===== src/rtl/if_id_queue_pkg.sv =====
// Shared fetch/decode constants and the queued {pc, inst} entry type.
// Optional feature macro used by the top: ID_BYPASS_EN.
package if_id_queue_pkg;

  localparam int unsigned INST_ADDR_W = 32;
  localparam int unsigned INST_W      = 32;

  localparam logic                   RstEnable  = 1'b1;
  localparam logic                   ChipEnable = 1'b1;
  localparam logic [INST_ADDR_W-1:0] ZeroWord   = '0;
  localparam logic [INST_W-1:0]      NopInst    = 32'h0;

  typedef struct packed {
    logic [INST_ADDR_W-1:0] pc;
    logic [INST_W-1:0]      inst;
  } if_entry_t;

endpackage


===== src/rtl/if_id_queue_mem.sv =====
// DEPTH x 64-bit entry storage: synchronous write port, asynchronous read port.
// Contents are not reset; validity is tracked entirely by the top's pointers.
module if_id_queue_mem
  import if_id_queue_pkg::*;
#(
  parameter int unsigned DEPTH = 4,
  parameter int unsigned AW    = $clog2(DEPTH)
) (
  input  logic          clk,
  input  logic          we_i,
  input  logic [AW-1:0] waddr_i,
  input  if_entry_t     wdata_i,
  input  logic [AW-1:0] raddr_i,
  output if_entry_t     rdata_o
);

  if_entry_t mem_q [DEPTH];

  always_ff @(posedge clk) begin
    if (we_i) begin
      mem_q[waddr_i] <= wdata_i;
    end
  end

  assign rdata_o = mem_q[raddr_i];

endmodule


===== src/rtl/if_id_queue.sv =====
// Fetch-to-decode instruction FIFO with full-stall request and flush.
// Define ID_BYPASS_EN to forward a fetch straight to decode while the queue is empty.
module if_id_queue
  import if_id_queue_pkg::*;
#(
  parameter int unsigned DEPTH = 4
) (
  input  logic                   clk,
  input  logic                   rst,
  input  logic                   ce_i,
  input  logic [INST_ADDR_W-1:0] pc_i,
  input  logic [INST_W-1:0]      inst_i,
  input  logic                   flush_i,
  input  logic                   id_ready_i,
  output logic                   id_valid_o,
  output logic [INST_ADDR_W-1:0] id_pc_o,
  output logic [INST_W-1:0]      id_inst_o,
  output logic                   fetch_stall_o
);

  localparam int unsigned PTR_W = $clog2(DEPTH);
  localparam int unsigned CNT_W = PTR_W + 1;

  logic [PTR_W-1:0] rd_ptr_q, rd_ptr_d;
  logic [PTR_W-1:0] wr_ptr_q, wr_ptr_d;
  logic [CNT_W-1:0] count_q, count_d;

  logic      full;
  logic      empty;
  logic      push;
  logic      pop;
  logic      wr_en;
  logic      rd_adv;
  logic      byp_take;
  if_entry_t wr_entry;
  if_entry_t rd_entry;

  assign full  = (count_q == CNT_W'(DEPTH));
  assign empty = (count_q == '0);

  // A pop in the same cycle never frees a slot for this cycle's push.
  assign push = (ce_i == ChipEnable) && !full && !flush_i;

`ifdef ID_BYPASS_EN
  logic byp;
  assign byp        = push && empty;
  assign id_valid_o = !empty || byp;
  assign byp_take   = byp && id_ready_i;
  always_comb begin
    id_pc_o   = ZeroWord;
    id_inst_o = NopInst;
    if (!empty) begin
      id_pc_o   = rd_entry.pc;
      id_inst_o = rd_entry.inst;
    end else if (byp) begin
      id_pc_o   = pc_i;
      id_inst_o = inst_i;
    end
  end
`else
  assign id_valid_o = !empty;
  assign byp_take   = 1'b0;
  assign id_pc_o    = empty ? ZeroWord : rd_entry.pc;
  assign id_inst_o  = empty ? NopInst  : rd_entry.inst;
`endif

  assign pop = id_valid_o && id_ready_i && !flush_i;

  // A bypassed entry consumed in its fetch cycle never touches storage.
  assign wr_en  = push && !byp_take;
  assign rd_adv = pop && !byp_take;

  assign fetch_stall_o = full;

  always_comb begin
    rd_ptr_d = rd_ptr_q;
    wr_ptr_d = wr_ptr_q;
    count_d  = count_q;
    if (flush_i) begin
      rd_ptr_d = '0;
      wr_ptr_d = '0;
      count_d  = '0;
    end else begin
      if (wr_en) begin
        wr_ptr_d = wr_ptr_q + PTR_W'(1);
      end
      if (rd_adv) begin
        rd_ptr_d = rd_ptr_q + PTR_W'(1);
      end
      case ({wr_en, rd_adv})
        2'b10:   count_d = count_q + CNT_W'(1);
        2'b01:   count_d = count_q - CNT_W'(1);
        default: count_d = count_q;
      endcase
    end
  end

  always_ff @(posedge clk) begin
    if (rst == RstEnable) begin
      rd_ptr_q <= '0;
      wr_ptr_q <= '0;
      count_q  <= '0;
    end else begin
      rd_ptr_q <= rd_ptr_d;
      wr_ptr_q <= wr_ptr_d;
      count_q  <= count_d;
    end
  end

  assign wr_entry.pc   = pc_i;
  assign wr_entry.inst = inst_i;

  if_id_queue_mem #(
    .DEPTH (DEPTH),
    .AW    (PTR_W)
  ) u_mem (
    .clk     (clk),
    .we_i    (wr_en && (rst != RstEnable)),
    .waddr_i (wr_ptr_q),
    .wdata_i (wr_entry),
    .raddr_i (rd_ptr_q),
    .rdata_o (rd_entry)
  );

endmodule


===== config.mk =====
export PLATFORM = sky130hd
export DESIGN_NAME = if_id_queue
export DESIGN_NICKNAME = d
export VERILOG_FILES = /design/src/rtl/if_id_queue_pkg.sv /design/src/rtl/if_id_queue_mem.sv /design/src/rtl/if_id_queue.sv
export SDC_FILE = /design/constraint.sdc
export NUM_CORES = 1
export LEC_CHECK = 0
export ABC_CLOCK_PERIOD_IN_PS = 7950
export BUFFER_PORTS_ARGS = -buffer_cell sky130_fd_sc_hd__buf_4
export CAP_MARGIN = 10
export CORE_ASPECT_RATIO = 0.75
export CORE_MARGIN = 3
export CORE_UTILIZATION = 60
export CTS_BUF_LIST = sky130_fd_sc_hd__clkbuf_2
export DETAILED_ROUTE_END_ITERATION = 12
export PLACE_DENSITY = 0.82
export SYNTH_ARGS = -nofsm -noshare
export SYNTH_HDL_FRONTEND = slang
export SYNTH_SLANG_ARGS = --single-unit

===== constraint.sdc =====
create_clock -name clk -period 7.95 [get_ports clk]
set_clock_uncertainty 0.05 [all_clocks]
set_input_delay 1.59 -clock clk [delete_from_list [all_inputs] [get_ports clk]]
set_output_delay 1.59 -clock clk [all_outputs]
set_load 0.005 [all_outputs]

Yosys cells after proc, flatten, opt, wreduce, memory -nomap -nowiden

Memory sizes are Yosys's and may differ from the RTL's. A register that Yosys moved wholly into a read port is not among the register bits.
Index checks and enable logic that the tools add are counted.

$add $sub $neg: 4
Eq/ne operators: 3
Multiplexer cells: 7
Bitwise logic cells: 1
Reduce and logical (&&, ||, !) cells: 11

Operators by type and width:

| operator                                            | count |
|---|---|
| 2-to-1 mux 32 bit                                   | 2 |
| one-hot mux 3 bit (2 select lines)                  | 1 |
| logical AND 1 bit                                   | 5 |
| adder 2 x 1 -> 2 bit, second input constant         | 2 |
| 2-to-1 mux 2 bit                                    | 2 |
| adder 3 x 1 -> 3 bit, second input constant         | 1 |
| equality test 3 bit, second input constant          | 1 |
| logical NOT 1 bit                                   | 3 |
| logical NOT 3 bit                                   | 1 |
| subtractor 3 x 1 -> 3 bit, second input constant    | 1 |
| equality test 2 x 1 -> 1 bit, second input constant | 1 |
| equality test 2 bit, second input constant          | 1 |
| 2-to-1 mux 1 bit                                    | 2 |
| nonzero test 2 bit                                  | 1 |
| OR reduction 2 bit                                  | 1 |
| NOT 1 bit                                           | 1 |

Register bits: 7
Bits in writable memories: 256
Logic and storage cells: 30
Memories: 1

Memory list:

| name        | words | bits a word | rd ports | clocked after memory_dff | wr ports | line                  | text |
|---|---|---|---|---|---|---|---|
| u_mem.mem_q | 4     | 64          | 1        | 1                        | 1        | if_id_queue_mem.sv:17 | `if_entry_t mem_q [DEPTH];` |

Longest topological paths before layout

Gate-level depths: netlist (run 1).

Depth after elaboration: 7
Mapped depth: 9
Gate-level depth less buffers: 8

Hierarchy

A second synthesis (run 1) with hierarchy kept.

Cells, all modules: 452
Area, all modules: 10,181.0 um^2

Modules (own cells, without submodules):

| module          | times used | cells an instance | area an instance (um^2) | seq. area each (um^2) |
|---|---|---|---|---|
| if_id_queue_mem | 1          | 338               | 9,341.5                 | 7,687.4 |
| if_id_queue     | 1          | 114               | 839.6                   | 140.1 |

Worst setup path before layout (run 1)

No wires, ideal clock.

Path kind: input-to-reg
Start: input port ce_i
End: memory u_mem.mem_q[0][0] (netlist name) (enable)
Setup time: 0.578 ns
Arrival: 6.767 ns
Data required time: 7.322 ns
Path slack: 0.555 ns
Stages: 4
Cells stage by stage: inv_1 -> a311o_1 -> buf_2 -> nor3b_1

Word-level cells in the longest chain between the ends: 5

RTL lines:

| item                                   | line                  | text |
|---|---|---|
| start: declaration                     | if_id_queue.sv:10     | `input logic ce_i,` |
| logical AND 1 bit (2 in a row)         | if_id_queue.sv:42     | `assign push = (ce_i == ChipEnable) && !full && !flush_i;` |
| logical AND 1 bit                      | if_id_queue.sv:118    | `.we_i (wr_en && (rst != RstEnable)),` |
| 2-to-1 mux 1 bit                       | if_id_queue_mem.sv:20 | `if (we_i) begin` |
| 2-to-1 mux 1 bit (not written as such) | if_id_queue_mem.sv:21 | `mem_q[waddr_i] <= wdata_i;` |
| end: declaration                       | if_id_queue_mem.sv:17 |  |

No other way between the ends.

==> run_results.csv, run 1 <==
group,metric,value,unit
drt,first_iter_violations,295,
synth,ys_seq_area_share,76.9,%
power_and_ir_drop,p_leak,4.21,nW
setup_path,reg2reg_slack,5420,ps
placement,dp_cells,790,
power_and_ir_drop,vdd_ir_drop_max,0.000111,V
global_route,grt_pass1_wl,30.3,mm
setup_path,cp_max_fo,35,
clocking,cts_sinks,265,
placement,dp_hpwl,11.7,mm
floorplan,fp.dieH,119,microns
setup_path,arrival,3170,ps
timing,finalCriticalPeriod,4810,ps
clocking,insertion_delay,780,ps
global_route,antenna_found_initial,0,
placement,dp_slack,3840,ps
synth,yosysMostFrequentCell,"edfxtp_1",
timing,fin_crit_sh,60.5,%
setup_path,crit_type,"register to output port",
timing,finalSetupViolations,0,
floorplan,num_io_pins,135,
drt,vias,5059,
synth,synthArstFlopShare,0,%
clocking,cts.path.max_buffers,3,
floorplan,fp-row-count,40,
placement,place_congestion,0.757,
synth,synth_largest_area_cell,"edfxtp_1",
timing,slew_viol_final,0,
layout,nFillCells,988,
drt,drc,0,
global_route,overflow,0,
synth,synth_top_area_share,75.2,%
timing,rsz0062_at_grt,"false",
clocking,cts-root-buf,"clkbuf_2",
timing,postLayoutSetupSlackWorst,3140,ps
synth,syn_area,10200,sq um
synth,ys_warn_count,0,
clocking,path_clk_slew,110,ps
placement,port_buffers,134,
synth,synth_top_cells_by_count,"256 x edfxtp_1, 64 x and2_1, 60 x mux4_2",
global_route,globalRouteTotalUtil,21.4,%
setup_path,worst_setup_path_start_kind,"register",
synth,synth-edff-count,256,
synth,yosys-top-cells-area,"edfxtp_1 75%, mux4_2 13%, and2_1 3.9%",
timing,relSlewSlack,29.1,%
power_and_ir_drop,power.density,210,nW/um^2
floorplan,coreArea,16400,sq um
clocking,postCtsResizedCells,0,
min_path,hold_class,"register to register",
drt,wire_per_inst,21.5,microns
clocking,ctsHoldBuffers,0,
synth,syn_avg_cell_area,22.2,sq um
clocking,htree_levels,2,
floorplan,die_area,18700,sq um
synth,syn_nets,535,
timing,max_freq,208,MHz
job,cap_viol_max_count,0,
synth,yosys_register_bits,265,
drt,antenna_left,0,
setup_path,end_kind,"output port",
layout,synthToLayoutAreaGrowth,17.1,%
synth,yosysUniqueCellTypes,26,
outcome,outcome,"finished, final reports clean",
clocking,cts_buffers,59,
clocking,cts_tree,"built",
drt,viasPerCell,5.63,
drt,routed_wirelength,19.4,mm
layout,antenna_cells,0,
global_route,grt_max_degree,66,
setup_path,worstPathRequired,6310,ps
drt,drtPass1Iterations,4,
global_route,first_global_vias,5560,
timing,tightest_slew,1060,ps
clocking,postCtsSetupRepairBufs,0,
timing,holdWs,485,ps
floorplan,die_x,157,microns
floorplan,initial_utilization,62.5,%
synth,ys.flop_type,"edfxtp_1",
layout,final_nets,716,
timing,final.setup.tns,0,ps
layout,post_layout_nonfiller_instances,899,
layout,drive_gt1_share,45.0,%
timing,hold_viol_final,0,
synth,syn_inst,460,
==> critical path: stages, from the launching register on <==
cell and delay [ps]:
dfxtp_4 750, buf_4 670, mux4_1 630, and2_1 170, buf_4 130
==> logic make-up after synthesis <==
logic type,count (synthesis),share of synthesized area [%]
flip-flops,265,76.9
adder cells (fa/ha/maj),6,0.807
XOR/XNOR,4,0.343
AO/OA/AOI/OAI,6,0.404
multiplexers,66,14.4
AND/OR/NAND/NOR,84,4.89
buffers and inverters,29,2.19
==> where the power goes <==
group	switching [mW]	internal, mW
Clock	0.494	0.376
Combinational	0.0482	0.0541
Sequential	0.00488	1.54
Total	0.547	1.97
==> layout make-up <==
type | instances | area, sq um | area share [%]
clock buffer | 94 | 470 | 3.93
clock inverter | 15 | 115 | 0.961
multi-input combinational | 166 | 2160 | 18.0
inverter | 6 | 22.5 | 0.188
timing repair buffer | 143 | 1070 | 8.96
tap | 210 | 263 | 2.19
sequential | 265 | 7880 | 65.8
==> path summary, 6_finish.rpt <==
check,cells after the start,endpoint,start
max reg2reg,8,count_q[2],count_q[0]
min reg2reg,2,wr_ptr_q[0],wr_ptr_q[0]
max,4,id_pc_o[0],register
min,2,wr_ptr_q[0],wr_ptr_q[0]
==> metal layers <==
metal	up-vias	part of all wire, %	global-route usage (%)
li1	2256	-	-
met1	2590	41	29.4
met2	189	50	34.0
met3	24	7.8	6.10
met4	0	1.3	6.12
met5	-	0	0
==> registers in the layout, summed over array words and instances (netlist names), named ones only <==
register,cells
wr_ptr_q,2
count_q,3
rd_ptr_q,2
u_mem.mem_q,256
==> cell usage in the layout, fill, tap and decap left out, types with 2 or more instances in the layout <==
master     Yosys  routed
edfxtp_1     256     256
dfxtp_4        0       2
nand2_1        4       4
clkinv_2       0       2
nor3b_2        0       4
ha_1           5       5
clkbuf_2       1      94
buf_4          0     143
a21oi_1        2       2
mux2i_1        2       2
inv_1          6       6
bufinv_16      0       2
clkinv_1       0      10
mux4_2        60      60
dfxtp_1        9       7
xor2_1         4       4
mux4_1         4       4
nor2_1         8       8
and2_1        64      64
==> metrics by stage <==
step                      cell area (sq um)  power, mW  util [%]
after floorplan                       10200       1.62         -
after global placement                11400       1.67      69.6
after detailed placement              11400       1.68      69.6
after CTS                             12000       2.55      73.2
after global routing                  12000       2.63      73.2
final                                 12000       2.52      73.2
No activity file was read; power rests on OpenSTA's default activity.
==> inputs of run 2 (changes only) <==
- ABC_CLOCK_PERIOD_IN_PS: 7950 -> 4270
- CORE_UTILIZATION: 60 -> 54
- PLACE_DENSITY: 0.82 -> 0.78
- clock period: 7.95 -> 4.27 ns (I/O delays scaled with it)
==> run 2 against run 1 <==
Net effect: global-route usage fell by 2.5 points; clock-buffer cell count fell by 1; combinational power rose by 89%; routed wire length fell by 2.7%; cell area rose by 0.79%.
==> run_results.csv, run 2 (synthesis gave the netlist of run 1 again) <==
group,metric,value,unit
drt,viasPerCell,5.42,
power_and_ir_drop,power.density,388,nW/um^2
setup_path,critPathSlowestCell,"dfxtp_4",
setup_path,slowest_delay,790,ps
clocking,ctsHoldBuffers,0,
clocking,cts_tree,"built",
power_and_ir_drop,p_leak,4.23,nW
clocking,path_clk_slew,110,ps
clocking,cts_buffers,60,
floorplan,num_io_pins,135,
layout,antenna_cells,0,
timing,tightest_slew,1100,ps
clocking,htree_levels,2,
placement,dp_slack,1190,ps
floorplan,initial_utilization,56.6,%
global_route,first_global_vias,5519,
job,cap_viol_max_count,0,
layout,layout_commonest_cell,"edfxtp_1",
clocking,postCtsSetupRepairBufs,0,
floorplan,coreArea,18100,sq um
global_route,grt_max_degree,66,
timing,finalSetupViolations,0,
setup_path,critical_path.top_delay_family,"flip-flops",
clocking,postCtsResizedCells,0,
layout,mostFrequentLayoutCells,"256 x edfxtp_1, 139 x buf_4, 93 x clkbuf_2",
placement,place_congestion,0.750,
setup_path,worstPathRequired,3370,ps
setup_path,path_cells,"buf_4 -> mux4_2 -> and2_1 -> buf_4",
setup_path,rr_worst_depth,8,
placement,port_buffers,134,
drt,vias,5048,
timing,slew_viol_final,0,
timing,fin_crit_sh,87.5,%
layout,final_nets,716,
layout,top_register,"u_mem.mem_q",
setup_path,crit_type,"register to output port",
global_route,grt_pass1_wl,29.8,mm
layout,synthToLayoutAreaGrowth,18.0,%
timing,hold_viol_final,0,
power_and_ir_drop,total_power,4.68,mW
layout,drive_gt1_share,44.2,%
setup_path,path_depth,4,
global_route,antenna_found_initial,0,
timing,rsz0062_at_grt,"false",
setup_path,arrival,2830,ps
drt,drc,0,
setup_path,critPathBufInv,2,
drt,first_iter_violations,381,
clocking,cts_sinks,265,
floorplan,die_x,165,microns
setup_path,worst_setup_path_start_kind,"register",
timing,postLayoutSetupSlackWorst,534,ps
drt,routed_wirelength,18.8,mm
layout,reg.largest.list,"u_mem.mem_q: 256 flops, count_q: 3 flops",
timing,max_freq,268,MHz
global_route,globalRouteTotalUtil,18.8,%
floorplan,die_area,20600,sq um
clocking,insertion_delay,780,ps
drt,antenna_left,0,
placement,dp_hpwl,11.1,mm
drt,drtPass1Iterations,4,
drt,wire_per_inst,20.2,microns
power_and_ir_drop,vdd_ir_drop_max,0.000231,V
floorplan,fp-row-count,42,
setup_path,end_kind,"output port",
min_path,hold_class,"input pin to register",
global_route,overflow,0,
min_path,hold_path_depth,1,
setup_path,cp_max_fo,34,
floorplan,fp.dieH,125,microns
outcome,outcome,"finished, final reports clean",
clocking,cts.path.max_buffers,3,
timing,relSlewSlack,26.7,%
timing,finalCriticalPeriod,3740,ps
clocking,cts-root-buf,"clkbuf_2",
layout,largest_register_ffs,256,
setup_path,cp_common_cell,"buf_4",
## run 2: cell types whose count changed in the layout (fill, tap and decap cells not counted), moves of 2 or more
cell / previous run / this run
nor3b_4: 0 / 4
buf_12: 0 / 3
clkinv_1: 10 / 16
nor3b_2: 4 / 0
clkinv_2: 2 / 0
buf_4: 143 / 139
## run 2: area by class of cell
cell class / instances / area, sq um
timing repair buffer: 142 / 1100
fill: 1231 / 6010
multi-input combinational: 166 / 2180
sequential: 265 / 7880
clock inverter: 18 / 120
tap: 242 / 303
clock buffer: 93 / 465
inverter: 6 / 22.5
## run 2: power breakdown
part,total [mW],internal (mW),switching [mW]
logic,0.193,0.102,0.0906
clock network,1.61,0.695,0.913
registers,2.88,2.87,0.00881
total,4.68,3.67,1.01
## run 2: worst paths after layout
| check | start | to | slack [ps] |
|---|---|---|---|
| setup / recovery | register | id_inst_o[27] | 530 |
| hold / removal | inst_i[11] | u_mem.mem_q[2][11] | 200 |
| setup reg to reg | count_q[0] | count_q[2] | 1610 |
| hold reg to reg | rd_ptr_q[0] | register | 500 |
## run 2: metrics by stage
step	hold WS (ps)	std cells	TNS [ps]	cell area (sq um)	utilization (%)
floorplan	421	460	-33990	10200	-
global placement	431	821	0	11500	63.5
detailed placement	456	821	0	11500	63.5
CTS	107	932	0	12100	66.8
global route	93.8	932	0	12100	66.8
finish	198	932	0	12100	66.8
## run 2: per-layer routing
metal	part of all wire, %	track usage, %	wire (microns)
met3	9.3	6.28	1740
met4	0.73	5.03	138
met1	42	26.3	7850
met5	0	0	0
met2	48	29.1	9090
==> inputs of run 3 (changes only) <==
- CORE_ASPECT_RATIO: 0.75 -> 0.7
==> run 3 against run 2 <==
Net effect: worst hold slack better by 4.0 ps; critical path depth stayed put; non-clock buffer count is 4 higher; cell area is 0.84% lower; fmax is 0.80% lower; first-iteration DRC count is 44% higher; power is 3.7% lower; combinational power hardly changed; sequential share of layout area is 0.53 points higher; largest power group unchanged; register-to-register slack better by 80 ps; routed wire length is 2.9% higher.
==> run_results.csv, run 3 (synthesis gave the netlist of run 1 again) <==
group,metric,value,unit
clocking,htree_levels,2,
setup_path,crit_type,"register to output port",
setup_path,worstPathRequired,3370,ps
layout,synthToLayoutAreaGrowth,17.0,%
drt,viasPerCell,5.52,
layout,layout_commonest_cell,"edfxtp_1",
clocking,cts_tree,"built",
job,cap_viol_max_count,0,
timing,relSlewSlack,25.3,%
floorplan,die_x,170,microns
floorplan,coreArea,18300,sq um
placement,placed_cell_area,11500,sq um
power_and_ir_drop,p_sw,0.995,mW
global_route,grt_max_degree,66,
floorplan,initial_utilization,55.8,%
layout,largest_register_ffs,256,
clocking,postCtsResizedCells,0,
outcome,outcome,"finished, final reports clean",
timing,max_freq,266,MHz
timing,hold_viol_final,0,
clocking,cts_sinks,265,
clocking,cts_buffers,58,
power_and_ir_drop,p_leak,4.19,nW
placement,dp_cells,819,
power_and_ir_drop,power.density,377,nW/um^2
drt,vias,5076,
global_route,grt_pass1_wl,30.2,mm
clocking,path_clk_slew,120,ps
placement,dp_hpwl,11.6,mm
layout,final_nets,718,
floorplan,fp.dieH,121,microns
setup_path,worst_setup_path_start_kind,"register",
clocking,insertion_delay,780,ps
clocking,postCtsSetupRepairBufs,0,
clocking,cts-root-buf,"clkbuf_2",
power_and_ir_drop,clockPowerShare,31.8,%
timing,slew_viol_final,0,
timing,fin_crit_sh,88.2,%
placement,port_buffers,134,
timing,rsz0062_at_grt,"false",
layout,post_layout_nonfiller_instances,920,
floorplan,die_area,20700,sq um
drt,drc,0,
layout,design_area,12000,sq um
placement,dp_slack,1220,ps
min_path,worstHoldStart,"inst_i[10]",
layout,antenna_cells,0,
power_and_ir_drop,intPower,3.51,mW
layout,mostFrequentLayoutCells,"256 x edfxtp_1, 145 x buf_4, 88 x clkbuf_2",
floorplan,num_io_pins,135,
drt,first_iter_violations,548,
clocking,cts.path.max_buffers,3,
timing,finalCriticalPeriod,3770,ps
layout,drive_gt1_share,44.3,%
setup_path,worstReg2RegStart,"count_q[0]",
layout,reg.largest.list,"u_mem.mem_q: 256 flops, count_q: 3 flops",
timing,holdWs,202,ps
global_route,antenna_found_initial,1,
power_and_ir_drop,p_sw_share,22.1,%
layout,top_register,"u_mem.mem_q",
global_route,globalRouteTotalUtil,19.4,%
layout,multi_input_area,2180,sq um
timing,postLayoutSetupSlackWorst,504,ps
power_and_ir_drop,seqPwrFrac,63.9,%
power_and_ir_drop,pwr-share-comb,4.3,%
timing,tightest_slew,1120,ps
global_route,first_global_vias,5539,
power_and_ir_drop,total_power,4.51,mW
setup_path,cp_max_fo,32,
layout,register_area,7870,sq um
layout,nFillCells,1240,
min_path,hold_class,"input pin to register",
drt,antenna_left,0,
drt,drtPass1Iterations,5,
setup_path,arrival,2860,ps
placement,place_congestion,0.736,
clocking,ctsHoldBuffers,0,
drt,wire_per_inst,21.1,microns
floorplan,fp-row-count,41,
setup_path,end_kind,"output port",
drt,routed_wirelength,19.4,mm
power_and_ir_drop,vdd_ir_drop_max,0.000189,V
timing,finalSetupViolations,0,
global_route,overflow,0,
[run 3: changes by cell type in the layout (fill, tap and decap cells not counted), sizes merged]
cell    change
buf         +4
bufinv      -2
clkbuf      -5
clkinv      -4
inv         +1
[run 3: worst paths after layout]
check                       end  slack [ps]  cells after the start
max               id_inst_o[31]         500                      4
max reg2reg          count_q[2]        1690                      8
min          u_mem.mem_q[2][10]         200                      1
min reg2reg         wr_ptr_q[1]         470                      2
[run 3: per-layer routing]
layer	wire length, microns	vias to the layer above	GRT usage (%)
li1	-	2251	-
met1	8300	2598	27.1
met2	9260	188	30.5
met3	1510	37	5.93
met4	283	2	5.07
met5	20	-	0
[run 3: worst max-delay path, stage by stage, from the launching register on]
cell and delay (ps):
dfxtp_4 780, buf_4 410, mux4_1 580, and2_1 160, buf_4 130
[run 3: power by group through the flow]
stage          logic, mW  clock network (mW)  registers [mW]
2_1_floorplan     0.0740                   0            2.94
3_3_place_gp       0.185                   0            2.94
3_5_place_dp       0.195                   0            2.94
4_1_cts            0.195                1.49            2.88
5_1_grt            0.211                1.65            2.88
6_report           0.193                1.44            2.88
[run 3: layout make-up]
type	instances	area share [%]
sequential	265	65.8
timing repair buffer	146	9.26
multi-input combinational	166	18.2
clock inverter	13	0.408
clock buffer	88	3.68
tap	236	2.47
inverter	6	0.188
[run 3: through the flow]
| step | util, % | setup TNS (ps) |
|---|---|---|
| after floorplan | - | -33990 |
| after global placement | 62.7 | 0 |
| after detailed placement | 62.7 | 0 |
| after CTS | 65.4 | 0 |
| after global routing | 65.4 | 0 |
| final | 65.4 | 0 |
